[src/rtl/hex_msg_sched.sv]
// Round-robin scheduler for read/write report messages shown on a six-digit hex display.
// Each accepted message is held on screen for HOLD_CYCLES before the next one is taken.
module hex_msg_sched #(
    parameter int unsigned HOLD_CYCLES = 50_000_000,
    parameter int unsigned CNT_W       = 26
) (
    input  logic       clk,
    input  logic       rst,
    input  logic       rd_valid,
    output logic       rd_ready,
    input  logic [7:0] rd_addr,
    input  logic [7:0] rd_data,
    input  logic       wr_valid,
    output logic       wr_ready,
    input  logic [7:0] wr_addr,
    input  logic [7:0] wr_data,
    input  logic       clear,
    output logic [4:0] hex5,
    output logic [4:0] hex4,
    output logic [4:0] hex3,
    output logic [4:0] hex2,
    output logic [4:0] hex1,
    output logic [4:0] hex0,
    output logic       busy,
    output logic       last_src
);

    localparam logic [4:0] CodeR     = 5'd16;
    localparam logic [4:0] CodeD     = 5'd17;
    localparam logic [4:0] CodeT     = 5'd18;
    localparam logic [4:0] CodeBlank = 5'd31;

    localparam logic [CNT_W-1:0] HoldLoad = CNT_W'(HOLD_CYCLES - 1);

    typedef enum logic [0:0] {StIdle, StHold} state_e;

    state_e           state_q, state_d;
    logic [CNT_W-1:0] cnt_q, cnt_d;
    logic [5:0][4:0]  disp_q, disp_d;
    logic             last_src_q, last_src_d;

    logic             can_accept;
    logic [7:0]       sel_addr;
    logic [7:0]       sel_data;

    // Ties go to the source that did not win last time.
    always_comb begin
        can_accept = (state_q == StIdle) && !clear;
        rd_ready   = can_accept && rd_valid && (!wr_valid || last_src_q);
        wr_ready   = can_accept && wr_valid && (!rd_valid || !last_src_q);
        sel_addr   = wr_ready ? wr_addr : rd_addr;
        sel_data   = wr_ready ? wr_data : rd_data;
    end

    always_comb begin
        state_d    = state_q;
        cnt_d      = cnt_q;
        disp_d     = disp_q;
        last_src_d = last_src_q;

        if (clear) begin
            state_d = StIdle;
            cnt_d   = '0;
            disp_d  = {6{CodeBlank}};
        end else begin
            case (state_q)
                StIdle: begin
                    if (rd_ready || wr_ready) begin
                        state_d    = StHold;
                        cnt_d      = HoldLoad;
                        last_src_d = wr_ready;
                        disp_d[5]  = wr_ready ? CodeD : CodeR;
                        disp_d[4]  = wr_ready ? CodeT : CodeD;
                        disp_d[3]  = {1'b0, sel_addr[7:4]};
                        disp_d[2]  = {1'b0, sel_addr[3:0]};
                        disp_d[1]  = {1'b0, sel_data[7:4]};
                        disp_d[0]  = {1'b0, sel_data[3:0]};
                    end
                end
                StHold: begin
                    if (cnt_q == '0) begin
                        state_d = StIdle;
                    end else begin
                        cnt_d = cnt_q - 1'b1;
                    end
                end
                default: state_d = StIdle;
            endcase
        end
    end

    always_ff @(posedge clk or posedge rst) begin
        if (rst) begin
            state_q    <= StIdle;
            cnt_q      <= '0;
            disp_q     <= {6{CodeBlank}};
            last_src_q <= 1'b1;
        end else begin
            state_q    <= state_d;
            cnt_q      <= cnt_d;
            disp_q     <= disp_d;
            last_src_q <= last_src_d;
        end
    end

    assign hex5     = disp_q[5];
    assign hex4     = disp_q[4];
    assign hex3     = disp_q[3];
    assign hex2     = disp_q[2];
    assign hex1     = disp_q[1];
    assign hex0     = disp_q[0];
    assign busy     = (state_q == StHold);
    assign last_src = last_src_q;

endmodule

[config.mk]
export PLATFORM = sky130hd
export DESIGN_NAME = hex_msg_sched
export DESIGN_NICKNAME = d
export VERILOG_FILES = /design/src/rtl/hex_msg_sched.sv
export SDC_FILE = /design/constraint.sdc
export NUM_CORES = 1
export LEC_CHECK = 0
export CORE_ASPECT_RATIO = 2
export CORE_MARGIN = 3
export CORE_UTILIZATION = 50
export DETAILED_ROUTE_END_ITERATION = 6
export PLACE_DENSITY = 0.83
export SKIP_LAST_GASP = 1
export SLEW_MARGIN = 30
export SYNTH_ARGS = -nofsm -noshare
export SYNTH_HDL_FRONTEND = slang
export SYNTH_SLANG_ARGS = --single-unit
export TNS_END_PERCENT = 30
[constraint.sdc]
create_clock -name clk -period 4.7 [get_ports clk]
set_clock_uncertainty 0.2 [all_clocks]
set_input_delay 0.47 -clock clk [delete_from_list [all_inputs] [get_ports clk]]
set_output_delay 0.47 -clock clk [all_outputs]
set_load 0.03 [all_outputs]
==> flow_summary.ini <==
[run_status]
status = completed

[cts]
worst_skew_pair.late_latency_ns = 0.30
post_cts_buffers = 0
clock-root-buffer = clkbuf_8
cts.hold.buffers_added = 0
cts_tree = done
htree_levels = 2
cts.sinks = 47
cts_buffer_depth = 2
cts_made_buffers = 5
cts-resized-gates = 0
cts.clk_slew.worst_paths_ns = 0.07

[placed_design]
place_congestion = 0.820
io_buffers = 68
place_hpwl_um = 4580

[floorplanning]
core-area_um2 = 4950
die_h_um = 108
die_area_um2 = 6130
num_rows = 36
start_util_pct = 52.2
die_w_um = 56.9
io_pins = 71

[yosys]
async_reset_ff_share_pct = 100
synth_cells = 260
ys.flop_type = dfrtp_1
yosysTopAreaCellShare_pct = 26.1
ys_seq_area_share_pct = 46.4
synth-edff-count = 0
synth_area_um2 = 2590
ys_seq_elements = 47
ys_types = 44
yosys-top-cells-area = dfrtp_1, dfstp_2, o22a_1
syn_area_per_cell_um2 = 9.95
ys_warn_count = 0
yosysTopAreaCell = dfrtp_1

[worst_setup_path]
arrival_ns = 2.62
cpMaxStageDelayCell = clkdlybuf4s50_1
cp_cell_sequence = clkdlybuf4s50_1 > buf_4 > nor3_2 > nand2_1 > inv_1 > clkdlybuf4s50_1
cp_slowest_stage_delay_ns = 0.68
crit_top_cell = clkdlybuf4s50_1
cp-end-kind = primary output
worstSetupPathType = input pin to primary output
path_max_fanout = 42
required_ns = 4.03
start_kind = input pin

[sta]
setup_tns_ns = 0
drv_slew = 0
finalCriticalPeriod_ns = 3.29
fin_crit_sh_pct = 70.0
maxClockFrequency_mhz = 304
finalSetupViolCount = 0
tightest_slew_ns = 0.641
grt_setup_unrepaired = no
maxSlewHeadroom_pct = 57.3
hold_viol = 0

[routing]
remaining_drc_errors = 0
routed_via_density = 6.05
antenna_left = 0
wirelength_um = 6330
wl_per_cell_um = 17.1
vias = 2239
drtPass1Iterations = 5
first_iter_violations = 69

[layout]
syn2layout_area_growth_pct = 27.6
layout-drive-gt1-share_pct = 13.4
antenna_cells = 0
layout.nets = 350
n_fill_cell = 412

[global_route]
grt_pass1_vias = 2141
use_met1_pct = 25.0
gr-total-overflow = 0
grt.busiest_layer = met2
grt_pass1_wl_um = 10400
use_met2_pct = 40.2
grt_antenna_before_repair = 0
met3_usage_pct = 3.36
grt_max_degree = 48
grt_use_total_pct = 21.5

[pwr]
p_leak_nw = 1.24
power_mw = 1.06
power_density_nw_per_um2 = 321
max-vdd-ir-drop_uv = 305

[hold_path]
worstHoldPathType = flip-flop to flip-flop

[job]
drv_cap = 0
Yosys cell counts, drive strengths merged, types with 2 or more instances:
master  number
nor4         5
clkbuf      14
nand2       15
buf         14
o211ai       3
dfrtp       27
o21ai        5
o31ai        5
a311oi      12
nor3        10
nor2        29
dfstp       20
nand3        5
a21oi       14
nand2b       5
or4          5
a211oi       4
o41ai        3
nor3b        2
xor2         5
and2         2
inv          6
or3          2
o22a        32
nand4        5
metal layers:
metal  up-vias  part of all wire (%)
met5         -                     0
met4         0                   1.1
met3         6                   4.5
met2        69                    59
met1      1094                    36
li1       1070                     -
power breakdown:
group	switching, mW	total (mW)	internal, mW
Sequential	0.0417	0.497	0.455
Clock	0.130	0.236	0.106
Combinational	0.182	0.329	0.146
Total	0.354	1.06	0.707
logic make-up after synthesis:
family	count (synthesis)	synth area share, %
adder cells (fa/ha/maj)	1	0.483
AO/OA/AOI/OAI	83	24.7
other	1	0.145
XOR/XNOR	6	2.03
flip-flops	47	46.4
AND/OR/NAND/NOR	87	18.8
multiplexers	1	0.387
buffers and inverters	34	7.01
flip-flops by register name, indices dropped and copies added, names as in the netlist:
register and count:
hex0 4, hex4 3, hex2 4, busy 1, last_src 1, hex1 4, hex3 4, cnt_q 26
final cells by class:
class	instances	area (µm²)	share of cell area, %
sequential	47	1200	36.4
inverter	6	25.0	0.758
clock buffer	8	80.1	2.43
timing repair buffer	72	711	21.5
tap	57	71.3	2.16
multi-input combinational	180	1210	36.8
stage by stage:
stage	hold slack, ns	utilization [%]	worst slack, ns	cells	cell area [µm²]
after floorplan	0.278	-	2.41	261	2590
after global placement	0.261	65.0	1.43	362	3220
after detailed placement	0.262	65.0	1.41	362	3220
after CTS	0.273	66.6	1.40	370	3300
after global routing	0.311	66.6	1.23	370	3300
final	0.272	66.6	1.41	370	3300
critical path: cells and delay by family:
kind / cells / cell delay (ns)
buffers and inverters: 4 / 1.53
and+or+nand+nor: 2 / 0.62
path summary, 6_finish.rpt:
kind,cells past startpoint,to,slack (ns),startpoint
hold reg to reg,2,last_src,0.27,last_src
setup / recovery,6,rd_ready,1.41,clear
max in group asynchronous,2,hex2[1],3.51,rst
setup reg to reg,7,cnt_q[22],2.00,cnt_q[0]
hold / removal,2,last_src,0.27,last_src
min in group asynchronous,2,cnt_q[20],0.40,rst
placed cells by master (no fill, tap or decap), drive strengths merged, types with 6 or more instances in the layout:
master and instances:
nor3 10, inv 6, clkbuf 8, o22a 32, dfstp 20, dfrtp 27
a311oi 12, nand2 15, a21oi 14, nor2 29, clkdlybuf4s50 68
Power figures use the tool's default switching activity.
